### src/rtl/bcd_hex4_feed.sv
// bcd_hex4_feed: 14-bit binary to 4-digit BCD feeder for the 7-segment
// scan driver, with a free-running scan clock-enable prescaler.
module bcd_hex4_feed #(
    parameter int SCAN_DIV = 4096
) (
    input  logic        clk4i,
    input  logic        reset_n,
    input  logic [13:0] bin,
    input  logic [3:0]  dot_in,
    input  logic        load,
    output logic        busy,
    output logic        done,
    output logic [15:0] num,
    output logic [3:0]  dot,
    output logic        ovf,
    output logic        clk4e
);

    localparam int CW = (SCAN_DIV > 1) ? $clog2(SCAN_DIV) : 1;
    localparam logic [CW-1:0] LAST = CW'(SCAN_DIV - 1);

    typedef enum logic {
        S_IDLE,
        S_CONV
    } state_t;

    state_t        state;
    logic [13:0]   sr;
    logic [15:0]   acc;
    logic [15:0]   adj;
    logic [15:0]   acc_nx;
    logic [3:0]    cnt;
    logic [3:0]    pdot;
    logic          povf;
    logic [CW-1:0] pcnt;

    // Add 3 to every BCD digit that is 5 or more before the next shift
    always_comb begin
        adj = acc;
        for (int i = 0; i < 4; i++) begin
            if (acc[4*i +: 4] >= 4'd5) begin
                adj[4*i +: 4] = acc[4*i +: 4] + 4'd3;
            end
        end
    end

    // Carry out of the thousands digit is dropped; overflow is flagged apart
    assign acc_nx = {adj[14:0], sr[13]};

    // Conversion FSM: capture on load, 14 shift-add-3 steps, then publish
    always_ff @(posedge clk4i or negedge reset_n) begin
        if (!reset_n) begin
            state <= S_IDLE;
            sr    <= '0;
            acc   <= '0;
            cnt   <= '0;
            pdot  <= '0;
            povf  <= 1'b0;
            busy  <= 1'b0;
            done  <= 1'b0;
            num   <= '0;
            dot   <= '0;
            ovf   <= 1'b0;
        end else begin
            done <= 1'b0;
            case (state)
                S_IDLE: begin
                    if (load) begin
                        sr    <= bin;
                        acc   <= '0;
                        pdot  <= dot_in;
                        povf  <= (bin > 14'd9999);
                        cnt   <= 4'd14;
                        busy  <= 1'b1;
                        state <= S_CONV;
                    end
                end
                S_CONV: begin
                    acc <= acc_nx;
                    sr  <= {sr[12:0], 1'b0};
                    cnt <= cnt - 4'd1;
                    if (cnt == 4'd1) begin
                        num   <= povf ? 16'hFFFF : acc_nx;
                        dot   <= pdot;
                        ovf   <= povf;
                        done  <= 1'b1;
                        busy  <= 1'b0;
                        state <= S_IDLE;
                    end
                end
            endcase
        end
    end

    // Free-running scan prescaler; strobe follows the terminal count
    always_ff @(posedge clk4i or negedge reset_n) begin
        if (!reset_n) begin
            pcnt  <= '0;
            clk4e <= 1'b0;
        end else begin
            pcnt  <= (pcnt == LAST) ? '0 : pcnt + 1'b1;
            clk4e <= (pcnt == LAST);
        end
    end

endmodule
### config.mk
export PLATFORM = sky130hd
export DESIGN_NAME = bcd_hex4_feed
export DESIGN_NICKNAME = d
export VERILOG_FILES = /design/src/rtl/bcd_hex4_feed.sv
export SDC_FILE = /design/constraint.sdc
export NUM_CORES = 1
export LEC_CHECK = 0
export ABC_AREA = 1
export ABC_CLOCK_PERIOD_IN_PS = 3670
export BUFFER_PORTS_ARGS = -buffer_cell sky130_fd_sc_hd__buf_2
export CAP_MARGIN = 5
export CELL_PAD_IN_SITES_DETAIL_PLACEMENT = 1
export CELL_PAD_IN_SITES_GLOBAL_PLACEMENT = 1
export CORE_AREA = 2 2 106 83
export DETAILED_ROUTE_END_ITERATION = 12
export DIE_AREA = 0 0 108 85
export PLACE_DENSITY = 0.83
export SLEW_MARGIN = 20
export SYNTH_ARGS = -nofsm -noshare
export SYNTH_HDL_FRONTEND = slang
export SYNTH_SLANG_ARGS = --single-unit
### constraint.sdc
create_clock -name clk4i -period 3.67 [get_ports clk4i]
set_input_delay 0 -clock clk4i [delete_from_list [all_inputs] [get_ports clk4i]]
set_output_delay 0 -clock clk4i [all_outputs]
set_load 0.005 [all_outputs]
### Word-level counts from Yosys, hierarchy flattened

Cells that the tools add are included.

| operators by class | value |
|---|---|
| magnitude comparators | 5 |
| bitwise logic cells | 1 |
| equal/unequal tests | 4 |
| reductions and logical operators | 3 |
| add/sub/neg operators | 6 |
| mux-type cells | 20 |

Operators by type and width:

| operator | count |
|---|---|
| 16-bit two-way mux | 2 |
| 16-bit case mux with 2 select lines | 1 |
| 14-bit case mux with 2 select lines | 1 |
| 4-bit by 3-bit greater-or-equal comparator with 1-bit output (second input constant) | 4 |
| 4-bit two-way mux | 4 |
| 14-bit greater-than comparator (second input constant) | 1 |
| 14-bit two-way mux | 1 |
| 12-bit by 1-bit adder with 12-bit output (second input constant) | 1 |
| 4-bit by 2-bit adder with 4-bit output (second input constant) | 3 |
| 12-bit == test (second input constant) | 1 |
| 12-bit two-way mux | 1 |
| 4-bit case mux with 2 select lines | 1 |
| 1-bit two-way mux | 6 |
| 2-bit AND reduction | 3 |
| 4-bit by 1-bit == test with 1-bit output (second input constant) | 1 |
| 1-bit case mux with 2 select lines | 2 |
| 4-bit by 1-bit subtractor with 4-bit output (second input constant) | 1 |
| 3-bit by 2-bit adder with 3-bit output (second input constant) | 1 |
| 3-bit two-way mux | 1 |
| 2-bit by 1-bit != test with 1-bit output (second input constant) | 1 |
| 2-bit != test (second input constant) | 1 |
| 1-bit inverter | 1 |

| word-level totals | value |
|---|---|
| logic and storage cells | 52 |
| register bits after elaboration | 76 |
| output and inout port bits | 24 |
| input port bits | 21 |

### Longest topological paths before layout

Gate-level depths: netlist of run 1.

| depth | value |
|---|---|
| depth after elaboration | 3 |
| gate-level depth with buffers | 10 |
| gate-level depth less buffers | 9 |

### Worst setup path after synthesis of run 1

No wires, ideal clock.

| timing path | value |
|---|---|
| kind | flip-flop to flip-flop |
| from | register cnt[1] |
| to | register num[10] |
| path buffers | 1 |
| clock period less this slack | 1.346 ns |
| required time | 3.557 ns |
| setup slack | 2.324 ns |
| arrival | 1.234 ns |
| setup time | 0.113 ns |
| stages on the path, launching flop included | 11 |
| cells stage by stage | dfrtp_1 -> inv_1 -> ha_1 -> nand2_1 -> inv_2 -> nand2_4 -> inv_2 -> buf_2 -> or2_1 -> nand2_1 -> inv_1 |

| between the ends | value |
|---|---|
| cells in the longest elaborated chain, start to end | 2 |

Ends and longest elaborated chain:

| element | line | source |
|---|---|---|
| from (decl) | 32 | `logic [3:0] cnt;` |
| from (signal assigned) | 81 | `cnt <= cnt - 4'd1;` |
| 4-bit by 1-bit == test with 1-bit output | 82 | `if (cnt == 4'd1) begin` |
| 2-bit AND reduction (no line) | n/a |  |
| to (signal assigned) | 83 | `num <= povf ? 16'hFFFF : acc_nx;` |
| to (decl) | 13 | `output logic [15:0] num,` |

Every way passes these cells.
A chain may end at the register's enable or synchronous reset.

### Worst setup path in the final report of run 1

| timing path | value |
|---|---|
| from | register state |
| to | register sr[2] |

| between the ends | value |
|---|---|
| cells in the longest elaborated chain, start to end | 2 |
| elaborated cells between the ends (all ways) | 3 |
| those cells by class | eq/ne: 1; mux: 1; bitwise: 1 |

Ends and longest elaborated chain:

| element | line | source |
|---|---|---|
| from (decl) | 27 | `state_t state;` |
| from (signal assigned) | 53 | `state <= S_IDLE;` |
| from (signal assigned) | 75 | `state <= S_CONV;` |
| from (signal assigned) | 88 | `state <= S_IDLE;` |
| 1-bit inverter | n/a |  |
| 14-bit case mux with 2 select lines / 2-bit != test (equally long branches) | n/a |  |
| to (signal assigned) | 69 | `sr <= bin;` |
| to (signal assigned) | 80 | `sr <= {sr[12:0], 1'b0};` |
| to (decl) | 28 | `logic [13:0] sr;` |

Parallel ways exist; a longest one is shown, timed or not.

==> results of run 1 <==
[state kept, by name, indices dropped and copies added (netlist names)]
signal / cells
acc: 16
num: 16
sr: 14
pcnt: 12
cnt: 4
dot: 4
pdot: 4
busy: 1
clk4e: 1
done: 1
ovf: 1
povf: 1
state: 1
[cell usage in the layout, fill, tap and decap left out, drive strengths merged, types with 3 or more instances in the layout]
cell type and count:
a21oi 8, buf 45, clkbuf 13, dfrtp 76, dlygate4sd3 19, ha 11, inv 65, nand2 149
nand3 29, nand4 13, nor2 29, o211ai 6, o21ai 17, o221ai 5, o22ai 5, or2 12
xor2 3
[logic make-up (layout without fill, tap and decap cells)]
logic type	Yosys count	in the layout	synth area share (%)
xor gates and xnor gates	5	5	1.20
AOI/OAI and AO/OA	43	43	7.13
other	0	1	0
buffers and inverters	75	145	8.16
and+or+nand+nor	234	234	27.6
adders and majority gates	11	11	3.77
DFF	76	76	52.1
[area by class of cell]
class / instances / share of cell area, %
sequential: 76 / 43.6
inverter: 65 / 5.59
clock buffer: 13 / 3.87
multi-input combinational: 293 / 33.2
clock inverter: 3 / 1.00
antenna: 1 / 0.0573
tap: 108 / 3.09
timing repair buffer: 64 / 9.63
[power by group through the flow]
stage	Sequential [mW]	Clock, mW	Combinational (mW)
after floorplan	1.34	0	0.972
after global placement	1.39	0	1.28
after detailed placement	1.40	0	1.38
after CTS	1.40	0.700	1.41
after global routing	1.44	0.737	1.64
final	1.40	0.684	1.41
[through the flow]
step	hold WS (ns)	utilization (%)	setup WS [ns]
floorplan	-0.296	-	2.32
global placement	0.204	48.5	1.57
detailed placement	0.208	48.5	1.48
CTS	0.212	53.5	1.49
global route	0.233	53.5	1.22
finish	0.233	53.5	1.47
[worst max-delay path by stage]
stage                                   from                  end  slack [ns]  cells past startpoint
after floorplan           cnt[1]$_DFFE_PN0P_  num[10]$_DFFE_PN0P_        2.32                     10
after global placement       state$_DFF_PN0_    sr[2]$_DFFE_PN0P_        1.57                      5
after detailed placement     state$_DFF_PN0_   sr[12]$_DFFE_PN0P_        1.48                      5
after CTS                    state$_DFF_PN0_    sr[2]$_DFFE_PN0P_        1.49                      5
after global routing         state$_DFF_PN0_    sr[2]$_DFFE_PN0P_        1.22                      5
final                        state$_DFF_PN0_    sr[2]$_DFFE_PN0P_        1.47                      5
[worst reg2reg max path, delay by kind of cell, from the launching register on]
family          cells  cell delay (ns)
simple gates        2             0.53
compound gates      1             0.09
flops               1             0.79
buf+inv             2             0.64
[per-layer routing]
layer | vias to the layer above | wire (um) | GRT usage (%)
li1 | 1534 | - | -
met1 | 1526 | 4260 | 29.6
met5 | - | 0 | 0
met4 | 0 | 106 | 7.11
met3 | 12 | 426 | 5.91
met2 | 68 | 4870 | 38.7
[timing repair]
item,CTS,global route
endpoints found under the hold margin,95,0
setup buffers,0,0
hold buffers,19,0
==> flow_summary.toml, run 1 <==
[layout]
regArea_sq_um = 1900
fillers = 1005
syn_to_final_growth_pct = 19.6
fin_cells = 623
design_area_sq_um = 4370
layout.nets = 541
drive_gt1_share_pct = 13.6
multi_input_area_sq_um = 1450

[clock_network]
clk_pin_slew_ns = 0.08
cts.repair.resized = 0
cts_buffer_depth = 2
cts_buffers = 9
tritoncts = "built"
clk_latency_ns = 0.35
htreeDepth = 3
clockRootBuffer = "clkbuf_8"
cts_sinks = 76

[placed_design]
dp_hpwl_um = 6230
gp_congestion = 0.801
portBuffers = 44
post_dp_cell_area_sq_um = 3960
dp_cells = 587

[critical_path]
r2r_slack_ns = 1.47
path_cells = "inv_1 > nand2_2 > inv_2 > nand2_1 > o211ai_1"
required_ns = 3.87
cp.buffers_inverters = 2
path_class = "flop to flop"
crit_path_max_incr_delay_ns = 0.79
r2r_start = "state$_DFF_PN0_"
ff2ff_path_depth = 5
critical-path-top-delay-family = "flip-flops"
critPathCaptureType = "flop"
start_kind = "flop"
crit_path_max_fanout = 23
crit_slowest_cell = "dfrtp_1"
cp.arrival_ns = 2.40
reg2reg_to = "sr[2]$_DFFE_PN0P_"

[drt]
vias = 3140
wl_um = 9660
ant_nets = 0
drt_iter0_drc = 148
drt-vias-per-instance = 5.04
drtPass1Iterations = 5
remaining_drc_errors = 0
detail_route.wl_per_cell_um = 15.5

[global_route]
grt_pass1_vias = 3366
grt_max_degree = 77
antenna_found_initial = 1
grt_overflow = 0
gr-usage-all-layers_pct = 23.1
grt_first_pass_wirelength_um = 16400

[synth]
synth_area_leader_cell = "dfrtp_1"
synth_area_sq_um = 3650
synth_ff_type = "dfrtp_1"
synth_commonest_cells = "nand2_1 (147), dfrtp_1 (76), inv_1 (62), nand3_1 (29), nor2_1 (28)"
syn-num-nets = 476
syn_inst = 444
ys_seq_area_share_pct = 52.1
synth_warnings = 0
yosysTopAreaCellShare_pct = 52.1
synth.most_common_cell = "nand2_1"
yosys-top-cells-area = "dfrtp_1 (52%), nand2_1 (15%), inv_1 (6.4%), nand3_1 (4.0%), ha_1 (3.8%)"
avgSynthCellArea_sq_um = 8.22
synth_cell_types = 28
ys_ff_latch = 76
async_flop_share_pct = 100
synth_edf_count = 0

[pwr]
p_seq_share_pct = 40.1
switching_share_pct = 41.3
combinationalPowerShare_pct = 40.3
cellLeakagePower_nw = 2.31
p_clk_share_pct = 19.6
cell_internal_pwr_mw = 2.05
ir_drop_mv = 0.318
finalPower_mw = 3.49
p_sw_mw = 1.44
powerDensity_nw_per_um2 = 799

[run_status]
status = "completed"

[sta]
tightestPinTransition_ns = 0.948
period_share_pct = 60.0
slew_headroom_pct = 36.8
setup_tns_ns = 0
drv_slew = 0
fin_skew_ns = 0.0107
fmax_mhz = 454
layout_min_cycle_time_ns = 2.20
setup_violations = 0
hold_viol = 0
grt_setup_unrepaired = "no"

[floorplan]
chipHeight_um = 85
ios = 45
core_sq_um = 8160
rows = 29
die_x_um = 108
dieArea_sq_um = 9180
initial_core_util_pct = 44.7

[job]
cap_violations = 0

[min_path]
hold_depth = 4
holdPathEnd = "acc[11]$_DFFE_PN0P_"
hold_class = "primary input to flop"
min_from = "load"
(Power assumes the default switching activity.)
==> run 2: changes to the inputs <==
Settings changed: ABC_CLOCK_PERIOD_IN_PS 3670 to 2000, CORE_AREA 2 2 106 83 to 2 2 115 89, DIE_AREA 0 0 108 85 to 0 0 117 91, PLACE_DENSITY 0.83 to 0.76.
Clock period 3.67 ns to 2 ns, I/O delays scaled along.
==> run 2 against run 1 <==
Against the previous run:
- setup slack lost 1.0 ns
- critical endpoint is now num[8]$_DFFE_PN0P_
- critical path type unchanged
- first-iteration DRC count shrank 28%
- global-route usage shrank 3.1 points
- core utilization shrank 5.9 points
- sequential power grew 81%
- routed wire length shrank 1.5%
- via count is essentially flat
- clock skew shrank 0.00068 ns
- flip-flop and latch count is the same
- sequential share of layout area shrank 1.5 points
- clock power grew 140%
==> flow_summary.toml, run 2 (synthesis gave the netlist of run 1 again) <==
[critical_path]
critPathCaptureType = "flop"
path_class = "flop to flop"
cp.arrival_ns = 1.81
required_ns = 2.23
crit_path_max_fanout = 23
start_kind = "flop"

[sta]
layout_min_cycle_time_ns = 1.57
fin_skew_ns = 0.0100
slew_headroom_pct = 61.8
holdWs_ns = 0.0770
grt_setup_unrepaired = "no"
hold_viol = 0
fmax_mhz = 635
tightestPinTransition_ns = 0.573
drv_slew = 0
setup_tns_ns = 0
period_share_pct = 78.7
setup_violations = 0

[drt]
remaining_drc_errors = 0
wl_um = 9510
vias = 3139
route.met2.wl_um = 4440
drtPass1Iterations = 4
drt-vias-per-instance = 4.82
drt_iter0_drc = 106
route.met3.wl_um = 397
ant_nets = 0
dr.max_layer_used = "met4"
detail_route.wl_per_cell_um = 14.6
drt-met1-wl_um = 4470

[floorplan]
initial_core_util_pct = 38.4
chipHeight_um = 91
rows = 31
die_x_um = 117
core_sq_um = 9500
dieArea_sq_um = 10600
ios = 45

[global_route]
grt_overflow = 0
grt_max_degree = 43
grt_pass1_vias = 3395
gr-usage-all-layers_pct = 20.0
antenna_found_initial = 0
grt_first_pass_wirelength_um = 16300

[placed_design]
portBuffers = 44
dp_hpwl_um = 6210
gp_congestion = 0.787

[layout]
layout.nets = 546
n_antenna_cell = 0
layout_common_cells = "nand2_1 (147), dfrtp_1 (76), inv_1 (62)"
syn_to_final_growth_pct = 24.0
final_common_cell = "nand2_1"
largestRegisters = "acc: 16 flops, num: 16 flops, sr: 14 flops"
drive_gt1_share_pct = 14.5

[clock_network]
clk_latency_ns = 0.35
clockRootBuffer = "clkbuf_16"
htreeDepth = 3
tritoncts = "built"
cts_buffer_depth = 2
cts_buffers = 9
clk_pin_slew_ns = 0.06
cts_sinks = 76

[pwr]
cellLeakagePower_nw = 2.37
finalPower_mw = 6.79
powerDensity_nw_per_um2 = 1500
ir_drop_mv = 0.562

[min_path]
hold_class = "primary input to flop"

[job]
cap_violations = 0

[run_status]
status = "completed"
[run 2: final cells by class]
cell class              instances  area, sq um
multi-input cells             293         1450
flip-flops and latches         76         1900
well taps                     132          165
repair buffers                 69          470
fillers                      1158         4980
inverters                      65          244
clock buffers                  10          229
clock inverters                 6         65.1
[run 2: per-stage QoR]
stage	instance area (sq um)	instances	worst slack [ns]	util (%)
final	4530	651	0.426	47.6
after CTS	4530	651	0.412	47.6
after floorplan	3650	444	0.654	-
after detailed placement	4040	616	0.446	42.5
after global placement	4040	616	0.520	42.5
after global routing	4530	651	0.312	47.6
[run 2: timing repair]
action                                 4_1_cts  5_1_grt
buffers inserted                             0        0
resized for setup                            0        0
endpoints found under the hold margin       59        0
hold buffers                                19        0
[run 2: worst max-delay path, cell delays in order (launching register included)]
cell and delay (ns):
dfrtp_1 0.35, inv_1 0.08, ha_1 0.18, nand2_1 0.08, inv_2 0.05, nand2_4 0.11, inv_2 0.17, or2_2 0.32
nand2_1 0.07, inv_1 0.04
[run 2: path summary, 6_finish.rpt]
kind / from / to / slack [ns] / cells after the start
max: cnt[1]$_DFFE_PN0P_ / num[8]$_DFFE_PN0P_ / 0.43 / 9
min: load / acc[15]$_DFFE_PN0P_ / 0.08 / 4
max reg2reg: cnt[1]$_DFFE_PN0P_ / num[8]$_DFFE_PN0P_ / 0.43 / 9
min reg2reg: pdot[0]$_DFFE_PN0P_ / pdot[0]$_DFFE_PN0P_ / 0.47 / 2
max in group asynchronous: reset_n / num[1]$_DFFE_PN0P_ / 1.20 / 3
min in group asynchronous: reset_n / num[12]$_DFFE_PN0P_ / 0.20 / 2
[run 2: per-layer routing]
metal / up-vias / global-route usage [%]
li1: 1542 / -
met1: 1522 / 25.4
met2: 57 / 31.8
met3: 18 / 6.61
met4: 0 / 7.16
met5: - / 0
[run 2: report_power, final]
| part | switching (mW) | total (mW) | internal [mW] |
|---|---|---|---|
| combinational | 1.64 | 2.63 | 0.984 |
| sequential | 0.395 | 2.54 | 2.14 |
| clock | 0.655 | 1.62 | 0.966 |
